===== config.mk =====
export PLATFORM = sky130hd
export DESIGN_NAME = pc_fetch_ctrl
export DESIGN_NICKNAME = d
export VERILOG_FILES = /design/src/rtl/pc_pkg.sv /design/src/rtl/fetch_timer.sv /design/src/rtl/pc_fetch_ctrl.sv
export SDC_FILE = /design/constraint.sdc
export NUM_CORES = 1
export LEC_CHECK = 0
export CORE_AREA = 2 2 107 109
export CTS_CLUSTER_SIZE = 14
export DETAILED_ROUTE_END_ITERATION = 12
export DIE_AREA = 0 0 109 111
export GPL_TIMING_DRIVEN = 0
export PLACE_DENSITY_LB_ADDON = 0.25
export SLEW_MARGIN = 20
export SYNTH_ARGS = -nofsm -noshare
export SYNTH_HDL_FRONTEND = slang
export SYNTH_SLANG_ARGS = --single-unit
export TNS_END_PERCENT = 100

===== constraint.sdc =====
create_clock -name CLK -period 1.94 [get_ports CLK]
set_clock_uncertainty 0.2 [all_clocks]
set_input_delay 0.291 -clock CLK [delete_from_list [all_inputs] [get_ports CLK]]
set_output_delay 0.291 -clock CLK [all_outputs]
set_load 0.02 [all_outputs]

===== src/rtl/pc_pkg.sv =====
// Shared types and constants for the PC fetch controller.
// State encoding, adder select codes and the default reset PC.
package pc_pkg;

    typedef enum logic [2:0] {
        S_IDLE,
        S_REQ,
        S_WAIT,
        S_FULL,
        S_FAULT
    } state_t;

    localparam logic [1:0] PC_SRC_SEQ = 2'b00;
    localparam logic [1:0] PC_SRC_BR  = 2'b01;
    localparam logic [1:0] PC_SRC_JMP = 2'b10;

    localparam logic [31:0] PC_RESET_DEFAULT = 32'h0000_0000;

endpackage


===== src/rtl/fetch_timer.sv =====
// Counts consecutive enabled cycles; expire fires on the LIMIT-th one.
// Any cycle with en low clears the count.
module fetch_timer #(
    parameter int unsigned LIMIT = 16
) (
    input  logic CLK,
    input  logic RST,
    input  logic en,
    output logic expire
);

    localparam int unsigned W = (LIMIT < 2) ? 1 : $clog2(LIMIT);

    logic [W-1:0] cnt;

    always_ff @(posedge CLK) begin
        if (!RST || !en) begin
            cnt <= '0;
        end else begin
            cnt <= cnt + 1'b1;
        end
    end

    assign expire = en && (cnt == W'(LIMIT - 1));

endmodule


===== src/rtl/pc_fetch_ctrl.sv =====
// PC sequencing and instruction fetch control with an external PC adder.
// Optional PCCTRL_ALIGN_CHECK_EN faults on misaligned redirect targets.
module pc_fetch_ctrl
    import pc_pkg::*;
#(
    parameter logic [31:0] RESET_PC    = PC_RESET_DEFAULT,
    parameter int unsigned ACK_TIMEOUT = 16
) (
    input  logic        CLK,
    input  logic        RST,
    output logic [1:0]  pc_src,
    output logic [31:0] pc_offset,
    output logic [31:0] cur_pc,
    input  logic [31:0] next_pc,
    input  logic        br_req,
    input  logic [31:0] br_offset,
    input  logic        jmp_req,
    input  logic [15:0] jmp_index,
    output logic        imem_req,
    output logic [31:0] imem_addr,
    input  logic        imem_ack,
    input  logic [31:0] imem_rdata,
    output logic [31:0] instr,
    output logic        instr_valid,
    input  logic        instr_ready,
    output logic        fault
);

    state_t state;
    logic   active;
    logic   redirect;
    logic   tmr_en;
    logic   expire;

    assign active    = (state != S_IDLE) && (state != S_FAULT);
    assign redirect  = active && (br_req || jmp_req);
    assign imem_req  = (state == S_REQ) || (state == S_WAIT);
    assign imem_addr = cur_pc;
    assign tmr_en    = (state == S_WAIT) && !imem_ack && !redirect;

    always_comb begin
        pc_src    = PC_SRC_SEQ;
        pc_offset = '0;
        if (active && jmp_req) begin
            pc_src    = PC_SRC_JMP;
            pc_offset = {16'b0, jmp_index};
        end else if (active && br_req) begin
            pc_src    = PC_SRC_BR;
            pc_offset = br_offset;
        end
    end

    fetch_timer #(
        .LIMIT (ACK_TIMEOUT)
    ) u_timer (
        .CLK    (CLK),
        .RST    (RST),
        .en     (tmr_en),
        .expire (expire)
    );

    always_ff @(posedge CLK) begin
        if (!RST) begin
            state       <= S_IDLE;
            cur_pc      <= RESET_PC;
            instr       <= '0;
            instr_valid <= 1'b0;
            fault       <= 1'b0;
        end else begin
            unique case (state)
                S_IDLE: state <= S_REQ;
                S_FAULT: begin
                    instr_valid <= 1'b0;
                end
                default: begin
                    // a redirect wins over a coincident ack: the word is dropped
                    if (redirect) begin
`ifdef PCCTRL_ALIGN_CHECK_EN
                        if (next_pc[1:0] != 2'b00) begin
                            state       <= S_FAULT;
                            fault       <= 1'b1;
                            instr_valid <= 1'b0;
                        end else
`endif
                        begin
                            cur_pc      <= next_pc;
                            instr_valid <= 1'b0;
                            state       <= S_REQ;
                        end
                    end else if (imem_req && imem_ack) begin
                        instr       <= imem_rdata;
                        instr_valid <= 1'b1;
                        cur_pc      <= next_pc;
                        state       <= instr_ready ? S_REQ : S_FULL;
                    end else if (expire) begin
                        state       <= S_FAULT;
                        fault       <= 1'b1;
                        instr_valid <= 1'b0;
                    end else begin
                        if (instr_ready) begin
                            instr_valid <= 1'b0;
                        end
                        if (state == S_FULL && instr_ready) begin
                            state <= S_REQ;
                        end else if (state == S_REQ) begin
                            state <= S_WAIT;
                        end
                    end
                end
            endcase
        end
    end

endmodule


**Word-level counts from Yosys, hierarchy flattened**

Cells that the tools add are included.

- Add/sub/neg operators: 1
- Equality and inequality tests: 6
- Multiplexer cells: 18
- Bitwise logic cells: 5
- Reduce and logical (&&, ||, !) cells: 27

Operators by type and width:

| operator | count |
|---|---|
| $mux W32 | 4 |
| $mux W3 | 5 |
| $logic_and A1 B1 Y1 | 9 |
| $eq A3 B2 Y1 const B | 2 |
| $pmux W3 S2 | 1 |
| $reduce_and A2 Y1 | 3 |
| $reduce_bool A6 Y1 | 1 |
| $mux W1 | 5 |
| $not A1 Y1 | 5 |
| $reduce_bool A5 Y1 | 1 |
| $add A4 B1 Y4 const B | 1 |
| $eq A4 B4 Y1 const B | 1 |
| $logic_not A1 Y1 | 4 |
| $mux W2 | 2 |
| $reduce_and A4 Y1 | 1 |
| $eq A3 B1 Y1 const B | 1 |
| $eq A3 B3 Y1 const B | 1 |
| $logic_not A3 Y1 | 1 |
| $logic_or A1 B1 Y1 | 3 |
| $ne A3 B3 Y1 const B | 1 |
| $reduce_and A3 Y1 | 1 |
| $reduce_bool A3 Y1 | 1 |
| $pmux W1 S2 | 1 |
| $reduce_bool A2 Y1 | 1 |
| $reduce_or A2 Y1 | 1 |

- Register bits after elaboration: 73
- Output and inout port bits: 133

**Logic depth before layout (Yosys ltp)**

Gate-level depths: netlist of run 1.

- Depth after elaboration: 10
- Depth in mapped cells: 7

**Hierarchy**

Synthesis of run 1 repeated with hierarchy kept, for this count alone.

- Cells, all modules: 414
- Area, all modules: 3509.6 µm²

By module, submodules not included:

| module | times used | cells an instance | area each (µm²) |
|---|---|---|---|
| pc_fetch_ctrl | 1 | 399 | 3353.2 |
| fetch_timer | 1 | 15 | 156.4 |

**Worst setup path before layout of run 1**

Ideal clock, no wire load.

- Path kind: register to output
- Start point: register state[0]
- End point: output pc_offset[10]
- Arrival: 1489 ps
- Required time: 1449 ps
- Slack: -40 ps
- Cell stages (with the launch flop): 8
- Path buffers: 4
- Path through: dfxtp_1 > buf_6 > or2_1 > buf_6 > and2_1 > buf_6 > buf_6 > a22o_1

- Longest elaborated chain between the ends: 5

Ends and longest elaborated chain:

| item | line | source |
|---|---|---|
| from (decl) | pc_fetch_ctrl.sv:29 | `state_t state;` |
| from (signal assigned) | pc_fetch_ctrl.sv:94 | `state <= instr_ready ? S_REQ : S_FULL;` |
| $ne A3 B3 Y1 / $reduce_bool A3 Y1 (equally long branches) | pc_fetch_ctrl.sv:35 | `assign active = (state != S_IDLE) && (state != S_FAULT);` |
| $logic_and A1 B1 Y1 * | pc_fetch_ctrl.sv:35 |  |
| $logic_and A1 B1 Y1 | pc_fetch_ctrl.sv:47 | `end else if (active && br_req) begin` |
| $mux W32 | pc_fetch_ctrl.sv:47 |  |
| $mux W32 * | pc_fetch_ctrl.sv:44 | `if (active && jmp_req) begin` |
| to (decl) | pc_fetch_ctrl.sv:12 | `output logic [31:0] pc_offset,` |

Mark *: on every way between the ends. The rest lies on a longest branch, timed or not.

**Worst setup path after layout of run 1**

- Start point: register state[0]
- End point: output pc_offset[12]

Same word-level chain as after synthesis.

==> results of run 1 <==
==> cell type report <==
type | instances | area (sq um)
Timing Repair Buffer | 273 | 2800
Sequential cell | 73 | 1460
Clock inverter | 5 | 56.3
Buffer | 65 | 468
Fill cell | 979 | 4290
Multi-Input combinational cell | 272 | 1580
Clock buffer | 10 | 229
Tap cell | 143 | 179
Inverter | 3 | 11.3
==> cell usage in the layout, fill, tap and decap left out, types with 2 or more instances in the layout <==
master	instances
clkdlybuf4s50_1	207
dfxtp_1	71
nand2_1	66
a21oi_1	66
buf_4	48
buf_6	44
nand3_1	35
o21ai_0	34
and2_4	18
clkbuf_1	11
clkbuf_16	10
a22o_4	9
nor2_1	8
a22o_1	7
clkbuf_2	7
buf_2	4
dlymetal6s2s_1	4
buf_12	3
buf_8	3
inv_1	3
buf_1	3
o21a_1	3
a31oi_1	3
dlygate4sd2_1	3
nor3_1	2
nand4_1	2
clkinv_2	2
dfxtp_2	2
==> kinds of logic after synthesis <==
group / after synthesis
adders and majority gates: 1
and+or+nand+nor: 138
xor gates and xnor gates: 3
AOI/OAI and AO/OA: 129
buffers and inverters: 70
DFF: 73
==> state kept, by name, indices dropped and copies added, names as in the netlist <==
name	cells
instr_valid	1
state	3
instr	32
fault	1
u_timer.cnt	4
cur_pc	32
==> what timing repair did <==
action | in CTS | in global routing
resized for setup | 246 | 27
setup endpoints to repair | 54 | 99
hold endpoints to repair | 0 | 0
pin swaps | 9 | 13
buffers inserted | 18 | 4
gates cloned | 3 | 0
==> routing by layer <==
metal	vias to the layer above	global-route usage, %	share of wire, %
li1	1963	-	-
met1	1801	24.1	40
met2	171	34.0	49
met3	18	6.58	9.6
met4	0	6.07	1.7
met5	-	0	0
==> through the flow <==
stage	util, %	area [sq um]
3_5_place_dp	55.0	6090
4_1_cts	60.4	6690
2_1_floorplan	-	3420
3_3_place_gp	55.0	6090
5_1_grt	61.3	6790
6_report	61.3	6790
==> report_power, final <==
| group | leakage [nW] | internal [mW] | total, mW | switching, mW |
|---|---|---|---|---|
| Sequential | 0.595 | 1.61 | 1.68 | 0.0777 |
| Combinational | 2.02 | 1.02 | 1.86 | 0.834 |
| Clock | 0.139 | 0.988 | 1.60 | 0.608 |
| Total | 2.75 | 3.62 | 5.14 | 1.52 |
==> critical path, cell delays in order (launching register included) <==
cell and delay (ps):
dfxtp_2 330, buf_6 110, nor2_4 130, nor3b_4 60, buf_6 140, clkbuf_16 150, buf_12 120, a22o_4 210
buf_6 130
==> worst min path at each step <==
stage                    from              to  slack, ps
2_1_floorplan             RST        state[2]        210
3_3_place_gp   u_timer.cnt[0]  u_timer.cnt[0]        230
3_5_place_dp   u_timer.cnt[0]  u_timer.cnt[0]        240
4_1_cts        u_timer.cnt[0]  u_timer.cnt[0]        250
5_1_grt        u_timer.cnt[0]  u_timer.cnt[0]        270
6_report       u_timer.cnt[0]  u_timer.cnt[0]        250
==> impl_metrics.yaml, run 1 <==
run_status:
  status: "finished, violations left"
  violations: "negative setup slack"
route:
  via_count: 3953
  wl_per_cell_um: 14.9
  drc: 0
  drtPass1Iterations: 4
  via_per_inst: 4.68
  dr.first_iter.drc_count: 217
  drt_wl_total_mm: 12.6
  drtAntennaViolNets: 0
pwr:
  p_total_mw: 5.14
  power_leakage_nw: 2.75
  p_per_area_nw_per_um2: 757
  vdd_drop_max_v: 0.000483
global_route:
  first_global_vias: 3860
  grt_usage_pct: 20.2
  grt_antenna_before_repair: 0
  grt_pass1_wl_mm: 19.3
  grt-ovfl-total: 0
  grt_max_degree: 13
clock_tree:
  cts_buffers: 9
  cts_num_sinks: 73
  cts_htree_levels: 3
  root_buffer: "clkbuf_16"
  clockBufferDepth: 2
  clk_pin_slew_worst_paths_ps: 60
  worstSkewPairLatency_ps: 320
  postCtsHoldBufs: 0
  cts_tree: "built"
logic_synthesis:
  synth-compound-area-share_pct: 22.5
  synthCells: 414
  synth-simple-area-share_pct: 19.4
  muxShareOfSynthArea_pct: 0
  ys_types: 34
  synth_area_leader_cell: "dfxtp_1"
  syn_avg_cell_area_sq_um: 8.03
  synth_ff_type: "dfxtp_1"
  yosysMostFrequentCell: "dfxtp_1"
  post_synth_xor_area_fraction_pct: 0.791
  synth_seq_cells: 73
  synth_nets: 533
  synth_edf_count: 0
  synthArstFlopShare_pct: 0
  ys_top_cells_by_count: "dfxtp_1 (73), a21oi_1 (66), nand2_1 (66), buf_4 (36), nand3_1 (35)"
  yosysSeqAreaShare_pct: 44.0
  synth_top_area_share_pct: 44.0
  yosys_warnings: 0
  synthAdderAreaFrac_pct: 0.377
  netlist_area_sq_um: 3320
  synth_top_family_by_area: "compound AO/OA/AOI/OAI gates"
  ys_top_cells_by_area: "dfxtp_1 (44%), a21oi_1 (9.9%), buf_4 (8.1%)"
placement:
  dp.final_hpwl_mm: 9.46
  gp_congestion: 0.809
  portBuffers: 249
  place_inst: 806
  pre_cts_ws_ps: -1250
cells_and_area:
  diodes: 0
  fin_nets: 816
  drive_gt1_share_pct: 22.8
  synthToLayoutAreaGrowth_pct: 104
  fin_cells: 844
setup_path:
  cp-startpoint: "state[0]"
  crit_required_ps: 1450
  arrival_ps: 1720
  rr_startpoint: "state[1]"
  endpoint_kind: "output pin"
  cp-start-kind: "register"
  worst-setup-path-type: "register to output pin"
  r2r_slack_ps: -90
  endpoint: "pc_offset[12]"
  rr_worst_depth: 8
  r2r-end: "cur_pc[3]"
  worstPathMaxFanout: 6
timing:
  finalCritPeriodShare_pct: 114
  fmax_ghz: 0.452
  tightest_slew_ps: 456
  fin_ws_ps: -271
  period_minus_slack_ps: 2210
  slew_violations: 0
  fin_tns_setup_ps: -8410
  final_hold_viol_count: 0
  rsz0062_at_grt: "yes"
  report.final.setup_viol: 64
  slew_headroom_pct: 69.6
  holdWs_ps: 250
worst_hold_path:
  min_path_cells: 1
  hp-class: "register to register"
flow_run:
  drv_cap: 0
die:
  core-area_sq_um: 11100
  ioPinCount: 251
  fp-row-count: 39
  dieArea_sq_um: 12100
  start_util_pct: 30.0
  die_y_um: 111
  die_w_um: 109
Note: power is estimated with default switching activity, not from simulation.
==> run 2, diff against run 1 <==
--- a/config.mk
+++ b/config.mk
@@ -5,12 +5,16 @@
 export SDC_FILE = /design/constraint.sdc
 export NUM_CORES = 1
 export LEC_CHECK = 0
-export CORE_AREA = 2 2 107 109
+export ABC_AREA = 0
+export CELL_PAD_IN_SITES_DETAIL_PLACEMENT = 0
+export CELL_PAD_IN_SITES_GLOBAL_PLACEMENT = 1
+export CORE_AREA = 2 2 132 134
 export CTS_CLUSTER_SIZE = 14
 export DETAILED_ROUTE_END_ITERATION = 12
-export DIE_AREA = 0 0 109 111
+export DIE_AREA = 0 0 134 136
 export GPL_TIMING_DRIVEN = 0
 export PLACE_DENSITY_LB_ADDON = 0.25
+export SKIP_LAST_GASP = 1
 export SLEW_MARGIN = 20
 export SYNTH_ARGS = -nofsm -noshare
 export SYNTH_HDL_FRONTEND = slang
==> impl_metrics.yaml, run 2 (synthesized netlist as in run 1, its figures left out) <==
run_status:
  status: "finished, violations left"
  violations: "negative setup slack"
cells_and_area:
  fin_nets: 815
  synthToLayoutAreaGrowth_pct: 110
  final_cell_mix: "clkdlybuf4s50_1 (193), dfxtp_1 (71), nand2_1 (66), a21oi_1 (66), buf_4 (44)"
  stdcell_area_sq_um: 6960
  layout_commonest_cell: "clkdlybuf4s50_1"
  final_util_pct: 41.3
  reg_top3: "cur_pc: 32 flops, instr: 32 flops, u_timer.cnt: 4 flops"
  drive_gt1_share_pct: 22.5
global_route:
  grt_usage_pct: 14.7
  grt_antenna_before_repair: 2
  first_global_vias: 3918
  grt_max_degree: 13
  grt_pass1_wl_mm: 20.8
  grt-ovfl-total: 0
die:
  start_util_pct: 19.7
  core-area_sq_um: 16900
  fp-row-count: 48
  die_w_um: 134
  ioPinCount: 251
  die_y_um: 136
  dieArea_sq_um: 18200
placement:
  gp_congestion: 0.825
  dp.final_hpwl_mm: 10.3
  portBuffers: 249
  placed_cell_area_sq_um: 6190
setup_path:
  worstPathMaxFanout: 5
  cp_cell_sequence: "buf_6 -> or2_4 -> and2_4 -> buf_16 -> a22o_4 -> buf_6"
  r2r_slack_ps: -60
  arrival_ps: 1720
  cpMostUsedCell: "buf_6"
  endpoint_kind: "output pin"
  worst-setup-path-type: "register to output pin"
  critPathMaxStageDelay_ps: 330
  cp-start-kind: "register"
  r2r-end: "cur_pc[21]"
  slowest_stage: "dfxtp_2"
  endpoint: "pc_offset[13]"
  cp-startpoint: "state[1]"
  rr_startpoint: "state[1]"
  crit_required_ps: 1450
  rr_worst_depth: 7
route:
  via_per_inst: 4.19
  dr.first_iter.drc_count: 113
  drtPass1Iterations: 4
  wl_per_cell_um: 14.8
  drc: 0
  drt_wl_total_mm: 13.8
  via_count: 3888
  drtAntennaViolNets: 0
timing:
  final_hold_viol_count: 0
  slew_violations: 0
  period_minus_slack_ps: 2220
  fmax_ghz: 0.451
  tightest_slew_ps: 486
  report.final.setup_viol: 64
  rsz0062_at_grt: "yes"
  fin_ws_ps: -275
  finalCritPeriodShare_pct: 114
  slew_headroom_pct: 67.6
pwr:
  power_leakage_nw: 3.00
  p_per_area_nw_per_um2: 754
  vdd_drop_max_v: 0.000486
clock_tree:
  cts_tree: "built"
  cts_htree_levels: 3
  cts_num_sinks: 73
  worstSkewPairLatency_ps: 340
  cts_buffers: 9
  root_buffer: "clkbuf_16"
  clockBufferDepth: 2
  clk_pin_slew_worst_paths_ps: 60
flow_run:
  drv_cap: 0
worst_hold_path:
  hp-class: "register to register"
==> run 2: layout make-up <==
| type | count | area [sq um] |
|---|---|---|
| clock inverters | 4 | 51.3 |
| repair buffers | 272 | 2870 |
| well taps | 225 | 282 |
| clock buffers | 12 | 256 |
| diodes | 2 | 5.00 |
| fillers | 1646 | 9910 |
| flip-flops and latches | 73 | 1460 |
| multi-input cells | 272 | 1580 |
| plain buffers | 65 | 453 |
| inverters | 3 | 11.3 |
==> run 2: repair_timing <==
action	4_1_cts	5_1_grt
endpoints found under the setup margin	87	98
hold buffers	0	0
setup buffers	16	6
resized for setup	240	45
hold endpoints to repair	0	0
pin swaps	7	20
gates cloned	3	0
==> run 2: how the worst min path moves through the flow <==
| stage | startpoint | cells past startpoint | slack (ps) | end |
|---|---|---|---|---|
| floorplan | RST | 1 | 210 | state[2] |
| global placement | u_timer.cnt[0] | 1 | 230 | u_timer.cnt[0] |
| detailed placement | u_timer.cnt[0] | 1 | 240 | u_timer.cnt[0] |
| CTS | u_timer.cnt[0] | 1 | 260 | u_timer.cnt[0] |
| global route | instr[6] | 2 | 280 | instr[6] |
| finish | u_timer.cnt[0] | 1 | 250 | u_timer.cnt[0] |
==> run 2: power breakdown <==
part / switching, mW / internal (mW) / leakage [nW]
Sequential: 0.0762 / 1.61 / 0.595
Clock: 0.645 / 1.07 / 0.149
Combinational: 0.842 / 1.02 / 2.25
==> run 2: metal layers <==
metal,global-route usage (%),routed length [um]
met1,16.9,5750
met2,24.2,6500
met3,6.71,1260
met4,4.91,244
met5,0,0
==> run 2: critical path: cells and delay by family, from the launching register on <==
family,cells,cell delay (ps)
and+or+nand+nor,2,440
AOI/OAI and AO/OA,1,240
DFF,1,330
buffers and inverters,3,380
==> run 2: metrics by stage <==
step | power (mW) | worst slack [ps] | std cells | hold slack, ps | setup TNS [ps]
2_1_floorplan | 2.55 | 15.0 | 414 | 209 | 0
6_report | 5.25 | -275 | 928 | 249 | -7740
3_5_place_dp | 3.40 | -1230 | 888 | 242 | -58930
3_3_place_gp | 3.38 | -1180 | 888 | 230 | -54630
4_1_cts | 5.30 | -354 | 921 | 256 | -10090
5_1_grt | 5.53 | -331 | 928 | 277 | -16780
==> run 3, diff against run 2 <==
--- a/config.mk
+++ b/config.mk
@@ -12,6 +12,7 @@
 export CTS_CLUSTER_SIZE = 14
 export DETAILED_ROUTE_END_ITERATION = 12
 export DIE_AREA = 0 0 134 136
+export GPL_ROUTABILITY_DRIVEN = 0
 export GPL_TIMING_DRIVEN = 0
 export PLACE_DENSITY_LB_ADDON = 0.25
 export SKIP_LAST_GASP = 1
==> results of run 3 <==
Final layout, timing and power as in run 2 (identical DEF).
